===== src/rtl/data_mem_pkg.sv =====
// Shared constants, encodings and lane helpers for the handshaked RV32 data memory.
package data_mem_pkg;

    localparam logic [2:0] F3_B  = 3'b000;
    localparam logic [2:0] F3_H  = 3'b001;
    localparam logic [2:0] F3_W  = 3'b010;
    localparam logic [2:0] F3_BU = 3'b100;
    localparam logic [2:0] F3_HU = 3'b101;

    typedef enum logic [1:0] {
        ERR_OK       = 2'b00,
        ERR_MISALIGN = 2'b01,
        ERR_RANGE    = 2'b10,
        ERR_ILLEGAL  = 2'b11
    } err_e;

    typedef enum logic [1:0] {
        IDLE = 2'b00,
        WAIT = 2'b01,
        RESP = 2'b10
    } state_e;

    // Byte lanes touched by a store of the given width at the given word offset.
    function automatic logic [3:0] lane_mask(input logic [2:0] funct3, input logic [1:0] addr_lo);
        logic [3:0] m;
        case (funct3)
            F3_B:    m = 4'b0001 << addr_lo;
            F3_H:    m = addr_lo[1] ? 4'b1100 : 4'b0011;
            F3_W:    m = 4'b1111;
            default: m = 4'b0000;
        endcase
        return m;
    endfunction

endpackage


===== src/rtl/lsu_align.sv =====
// Combinational lane logic: funct3 legality, alignment, store merge and load extension.
module lsu_align
    import data_mem_pkg::*;
(
    input  logic        we,
    input  logic [2:0]  funct3,
    input  logic [1:0]  addr_lo,
    input  logic [31:0] wdata,
    input  logic [31:0] rword,
    output logic        illegal,
    output logic        misalign,
    output logic [3:0]  wmask,
    output logic [31:0] wword,
    output logic [31:0] ldata
);

    logic [31:0] wrep_s;
    logic [7:0]  byte_s;
    logic [15:0] half_s;

    // Legality and alignment; unsigned variants exist only for loads.
    always_comb begin
        illegal  = 1'b0;
        misalign = 1'b0;
        case (funct3)
            F3_B:    misalign = 1'b0;
            F3_H:    misalign = addr_lo[0];
            F3_W:    misalign = |addr_lo;
            F3_BU: begin
                illegal  = we;
                misalign = 1'b0;
            end
            F3_HU: begin
                illegal  = we;
                misalign = addr_lo[0];
            end
            default: illegal = 1'b1;
        endcase
    end

    // Replicate store data across lanes, then merge the selected lanes into the old word.
    always_comb begin
        wmask = we ? lane_mask(funct3, addr_lo) : 4'b0000;
        case (funct3)
            F3_B:    wrep_s = {4{wdata[7:0]}};
            F3_H:    wrep_s = {2{wdata[15:0]}};
            default: wrep_s = wdata;
        endcase
        for (int i = 0; i < 4; i++) begin
            wword[8*i +: 8] = wmask[i] ? wrep_s[8*i +: 8] : rword[8*i +: 8];
        end
    end

    // Pick the addressed lane and extend it.
    always_comb begin
        byte_s = rword[{addr_lo, 3'b000} +: 8];
        half_s = addr_lo[1] ? rword[31:16] : rword[15:0];
        case (funct3)
            F3_B:    ldata = {{24{byte_s[7]}}, byte_s};
            F3_BU:   ldata = {24'h000000, byte_s};
            F3_H:    ldata = {{16{half_s[15]}}, half_s};
            F3_HU:   ldata = {16'h0000, half_s};
            F3_W:    ldata = rword;
            default: ldata = 32'h0000_0000;
        endcase
    end

endmodule


===== src/rtl/data_mem_hs.sv =====
// Handshaked RV32I data memory: one outstanding access, checked before touching RAM,
// with a configurable load latency.
module data_mem_hs
    import data_mem_pkg::*;
#(
    parameter int                    ADDR_WIDTH   = 32,
    parameter int                    MEM_WORDS    = 64,
    parameter logic [ADDR_WIDTH-1:0] BASE_ADDR    = ADDR_WIDTH'(32'h0000_0000),
    parameter int                    READ_LATENCY = 1
) (
    input  logic                  clk,
    input  logic                  rst_n,
    input  logic                  req_valid,
    output logic                  req_ready,
    input  logic                  req_we,
    input  logic [2:0]            req_funct3,
    input  logic [ADDR_WIDTH-1:0] req_addr,
    input  logic [31:0]           req_wdata,
    output logic                  rsp_valid,
    input  logic                  rsp_ready,
    output logic [31:0]           rsp_rdata,
    output logic [1:0]            rsp_err
);

    localparam int                    IDX_W     = $clog2(MEM_WORDS);
    localparam logic [ADDR_WIDTH-1:0] MEM_BYTES = ADDR_WIDTH'(MEM_WORDS * 4);
    localparam logic [2:0]            CNT_INIT  = 3'(READ_LATENCY - 1);

    state_e      state_q, state_d;
    logic [2:0]  cnt_q, cnt_d;
    logic [31:0] rsp_rdata_q, rsp_rdata_d;
    logic [1:0]  rsp_err_q, rsp_err_d;
    logic        req_ready_q, req_ready_d;
    logic        rsp_valid_q, rsp_valid_d;

    logic [31:0] mem_q [MEM_WORDS];

    logic [ADDR_WIDTH-1:0] offset_s;
    logic [IDX_W-1:0]      idx_s;
    logic [31:0]           rword_s, wword_s, ldata_s;
    logic [3:0]            wmask_s;
    logic                  illegal_s, misalign_s, in_range_s;
    logic                  accept_s, load_ok_s, write_en_s;
    err_e                  err_s;

    // Offset from the base makes the range test a single unsigned compare, so nothing aliases.
    assign offset_s   = req_addr - BASE_ADDR;
    assign idx_s      = offset_s[IDX_W+1:2];
    assign in_range_s = offset_s < MEM_BYTES;
    assign rword_s    = mem_q[idx_s];
    assign accept_s   = req_valid && req_ready_q;

    lsu_align u_align (
        .we       (req_we),
        .funct3   (req_funct3),
        .addr_lo  (offset_s[1:0]),
        .wdata    (req_wdata),
        .rword    (rword_s),
        .illegal  (illegal_s),
        .misalign (misalign_s),
        .wmask    (wmask_s),
        .wword    (wword_s),
        .ldata    (ldata_s)
    );

    // Error priority: illegal funct3, then range, then alignment.
    always_comb begin
        if (illegal_s) begin
            err_s = ERR_ILLEGAL;
        end else if (!in_range_s) begin
            err_s = ERR_RANGE;
        end else if (misalign_s) begin
            err_s = ERR_MISALIGN;
        end else begin
            err_s = ERR_OK;
        end
    end

    assign load_ok_s  = !req_we && (err_s == ERR_OK);
    assign write_en_s = accept_s && req_we && (err_s == ERR_OK) && (|wmask_s);

    // State, counter and response registers.
    always_ff @(posedge clk or negedge rst_n) begin
        if (!rst_n) begin
            state_q     <= IDLE;
            cnt_q       <= 3'd0;
            rsp_rdata_q <= 32'h0000_0000;
            rsp_err_q   <= 2'b00;
            req_ready_q <= 1'b1;
            rsp_valid_q <= 1'b0;
        end else begin
            state_q     <= state_d;
            cnt_q       <= cnt_d;
            rsp_rdata_q <= rsp_rdata_d;
            rsp_err_q   <= rsp_err_d;
            req_ready_q <= req_ready_d;
            rsp_valid_q <= rsp_valid_d;
        end
    end

    // Next state; the response payload is captured at acceptance and held until handshake.
    always_comb begin
        state_d     = state_q;
        cnt_d       = cnt_q;
        rsp_rdata_d = rsp_rdata_q;
        rsp_err_d   = rsp_err_q;
        case (state_q)
            IDLE: begin
                if (accept_s) begin
                    rsp_err_d   = err_s;
                    rsp_rdata_d = load_ok_s ? ldata_s : 32'h0000_0000;
                    if (load_ok_s && (CNT_INIT != 3'd0)) begin
                        state_d = WAIT;
                        cnt_d   = CNT_INIT;
                    end else begin
                        state_d = RESP;
                    end
                end else begin
                    state_d = IDLE;
                end
            end
            WAIT: begin
                if (cnt_q <= 3'd1) begin
                    state_d = RESP;
                    cnt_d   = 3'd0;
                end else begin
                    cnt_d = cnt_q - 3'd1;
                end
            end
            RESP: begin
                if (rsp_ready) begin
                    state_d = IDLE;
                end else begin
                    state_d = RESP;
                end
            end
            default: begin
                state_d = IDLE;
                cnt_d   = 3'd0;
            end
        endcase
    end

    // Handshake flags decoded from the next state so they leave the block registered.
    always_comb begin
        req_ready_d = 1'b0;
        rsp_valid_d = 1'b0;
        case (state_d)
            IDLE:    req_ready_d = 1'b1;
            WAIT:    req_ready_d = 1'b0;
            RESP:    rsp_valid_d = 1'b1;
            default: req_ready_d = 1'b0;
        endcase
    end

    // Data RAM: not reset, so stored data survives a reset.
    always_ff @(posedge clk) begin
        if (write_en_s) begin
            mem_q[idx_s] <= wword_s;
        end
    end

    assign req_ready = req_ready_q;
    assign rsp_valid = rsp_valid_q;
    assign rsp_rdata = rsp_rdata_q;
    assign rsp_err   = rsp_err_q;

endmodule


===== config.mk =====
export PLATFORM = sky130hd
export DESIGN_NAME = data_mem_hs
export DESIGN_NICKNAME = d
export VERILOG_FILES = /design/src/rtl/data_mem_pkg.sv /design/src/rtl/lsu_align.sv /design/src/rtl/data_mem_hs.sv
export SDC_FILE = /design/constraint.sdc
export NUM_CORES = 2
export LEC_CHECK = 0
export CAP_MARGIN = 15
export CORE_ASPECT_RATIO = 0.6
export CORE_MARGIN = 2
export CORE_UTILIZATION = 30
export CTS_BUF_LIST = sky130_fd_sc_hd__clkbuf_8
export CTS_CLUSTER_DIAMETER = 150
export DETAILED_ROUTE_END_ITERATION = 12
export GPL_ROUTABILITY_DRIVEN = 0
export SKIP_CTS_REPAIR_TIMING = 1
export SYNTH_ARGS = -nofsm -noshare
export SYNTH_HDL_FRONTEND = slang
export SYNTH_SLANG_ARGS = --single-unit

===== constraint.sdc =====
create_clock -name clk -period 4.65 [get_ports clk]
set_clock_uncertainty 0.15 [all_clocks]
set_input_delay 0.6975 -clock clk [delete_from_list [all_inputs] [get_ports clk]]
set_output_delay 0.6975 -clock clk [all_outputs]
set_load 0.1 [all_outputs]

==> results.md <==
* DP Area at 93350 um^2
* Biggest area contributors in the synthesized netlist: edfxtp_1 (76%), mux4_2 (3.8%), mux2i_1 (2.9%), a22oi_1 (2.4%), mux2_2 (2.2%)
* Effective utilization at floorplan at about 30%
* Initial antenna violation count at 27
* Layout Utilization at between 30% and 40%
* Hold violation total from the final report at 0
* Post-Route Setup TNS at 0 ps
* Dominant cell type by count on the critical path: buf_12
* Number of antenna-violating nets in the routed design at 0
* Die width at 676.7 um
* Maximum number of pins on one net before global-route repair at between 60 and 70
* # placed instances at 8476
* Maximum achievable frequency at 250.1 MHz
* Net Count, Synth at about 4.5k
* Number of clock sinks seen by CTS at 2089
* All-layer global routing usage at 22.36%
* Number of synthesized flops with an enable pin at around 2k
* Setup repair after global routing missed its margin: false
* Final standard cell count with taps included and fillers excluded at 8974
* Critical path buffers and inverters at 6
* Dominant cell type by area after synthesis: edfxtp_1
* IR drop worst, VDD at about 0.23 mV
* DP Worst Slack at -100.7 ps
* Largest driver fanout on the critical path at 42
* Maximum buffer depth of the clock tree at 4
* CTS Root Buffer Type: clkbuf_8
* Power Total at 39.04 mW
* Total Nets Final at 5240
* Fin crit share at 85.99%
* Final HPWL from detailed placement at 211300 um
* Post-synthesis area per instance at 18.30 um^2
* Remaining max-slew budget at the tightest pin at 17.94%
* Area enclosed by the die boundary at 275800 um^2
* Startpoint type of the worst setup path: input pin
* DRC viols at 0
* Routed WL at 319700 um
* Smallest setup slack after layout at 651.2 ps
* First-pass GRT wire length at 428100 um
* Via total after detailed routing at 52.84k
* Hold_ws at a little under 300 ps
* Total congestion overflow at 0
* Clock buffers created by TritonCTS at 286
* Die outline height at just over 400 um
* Synth Flop Type: edfxtp_1
* Num ports at 108
* Number of design-rule violations left by the first detailed-router iteration at 10.30k
* Post-layout min period at 3999 ps
* Clock insertion delay at the later pin of the skew report at 980 ps
* Proportion of netlist area held by the largest area contributor at 75.50%
* Critical path class: input pin to flip-flop
* Most frequent cell after synthesis: edfxtp_1
* Largest stage delay on the critical path at approximately 600 ps
* Post-synth design cell area at 81450 um^2
* Flops & latches, synth at 2089
* Result of the run: complete, no violations
* Core box area at about 270000 um^2
* Yosys warns at 0
* Share of flip-flops with an asynchronous set or reset at 1.963%
* Avg Vias per Cell at 5.888
* Max-Cap Viols at 0
* PD cells at 397.0 nW/um^2
* Final design area excluding fillers at 98330 um^2
* Delay-heaviest family, CP: buffers and inverters
* CTS tree: yes
* Leakage power of the design at 31.86 nW
* Critical-path top delay cell: a2111oi_0
* # setup viols final at 0
* Buffers added on ports at 107
* Count of filler cells inserted in the layout at 24.98k
* Max-slew violation total from the final report at 0
* Area growth from synthesis to final layout at 20.72%
* Cell count after synthesis at 4452
* Arrival time of data at the critical path endpoint at 4510 ps
* Required time of the critical path at 5160 ps
* H-tree levels at 5
* Count of different cell masters after synthesis at 87
* Vias in the first global route at 48.75k
* Layout cell share with drive strength beyond 1 at 26.18%
* Sequential fraction of the synthesis area at 76.76%
* Clock transition time at the flip-flop clock pins of the worst setup and hold paths at 80 ps
* Row count at 148
* Slew of the pin with the lowest slew margin at between 1000 and 1500 ps
* Leading cell types by count after synthesis: edfxtp_1 (2048), a22oi_1 (258), mux2i_1 (234)
* Routed wirelength normalized by instance count at 35.63 um
* First-pass detailed-route iteration total at 8
* Kind of path behind the tightest hold check: input pin to async pin
* Chain of cells forming the critical path: buf_8, buf_12, buf_12, mux2i_1, o2bb2ai_1, a221o_1, a2111oi_0, buf_4, and3_1, buf_12, a21oi_4, buf_4
* Element type at the critical path end: flip-flop
==> logic make-up (layout without fill, tap and decap cells) <==
logic type,after synthesis,count (layout),share of synthesized area [%]
adder cells (fa/ha/maj),2,2,0.03072
multiplexers,531,531,8.880
flip-flops,2089,2089,76.76
AND/OR/NAND/NOR,517,517,3.298
AO/OA/AOI/OAI,1000,1000,9.066
buffers and inverters,313,1220,1.963
other,0,15,0
==> path summary, 6_finish.rpt <==
| path | to | cells past startpoint | slack, ps | from |
|---|---|---|---|---|
| max in group asynchronous | rsp_rdata[19] | 2 | 3420 | rst_n |
| setup reg to reg | mem_q[40][3] | 8 | 960 | mem_q[33][3] |
| setup / recovery | mem_q[32][0] | 12 | 650 | req_addr[4] |
| hold reg to reg | rsp_err[0] | 1 | 340 | rsp_err[0] |
| min in group clk | rsp_err[0] | 1 | 340 | rsp_err[0] |
| hold / removal | rsp_err[0] | 2 | 290 | rst_n |
==> layout by cell type (no fill, tap or decap), drive strengths merged, types with 22 or more instances in the layout <==
cell type,Yosys,layout
nand2,139,139
nand2b,30,30
a211oi,39,39
o22ai,75,75
nor4,24,24
mux4,137,137
mux2,160,160
inv,10,103
clkbuf,117,293
clkinv,0,84
o211ai,27,27
mux2i,234,234
and3,23,23
a222oi,23,23
nor2,156,156
edfxtp,2048,2048
clkdlybuf4s50,0,103
dfrtp,40,40
a22oi,259,259
a21oi,114,114
o2bb2ai,22,22
o21ai,94,94
a31oi,38,38
a22o,43,43
a221oi,120,120
a221o,44,44
buf,186,625
==> worst reg2reg max path: stages (launching register included) <==
cell and delay [ps]:
edfxtp_1 380, mux2_2 290, a221o_1 340, a222oi_1 460, a2bb2oi_1 500, buf_4 290
and4_1 420, a21oi_4 160, buf_12 230
==> sequential cells by signal (all words and copies together) (netlist names) <==
name       flops
mem_q       2048
state_q        2
req_ready      1
cnt_q          3
rsp_rdata     32
rsp_valid      1
rsp_err        2
==> power breakdown <==
| part | internal [mW] | switching, mW |
|---|---|---|
| Combinational | 1.29 | 3.14 |
| Clock | 6.02 | 7.21 |
| Sequential | 21.4 | 0.0140 |
==> metal layers <==
layer  track usage (%)  up-vias  routed length [um]  part of all wire (%)
li1                  -    19953                   -                     -
met1             32.13    27389              126800                    40
met2             28.51     4837              121600                    38
met3             12.53      626               61700                    19
met4             5.635       30                9442                   3.0
met5                 0        -                 206                 0.064
==> area by class of cell <==
type | count | area [um^2] | area share (%)
antenna | 15 | 37.54 | 0.03817
clock buffer | 293 | 4033 | 4.101
clock inverter | 188 | 885.9 | 0.9009
inverter | 10 | 45.04 | 0.04581
multi-input combinational | 2050 | 18320 | 18.63
sequential | 2089 | 62530 | 63.59
tap | 3600 | 4504 | 4.581
timing repair buffer | 729 | 7979 | 8.115
(Power assumes the default switching activity.)
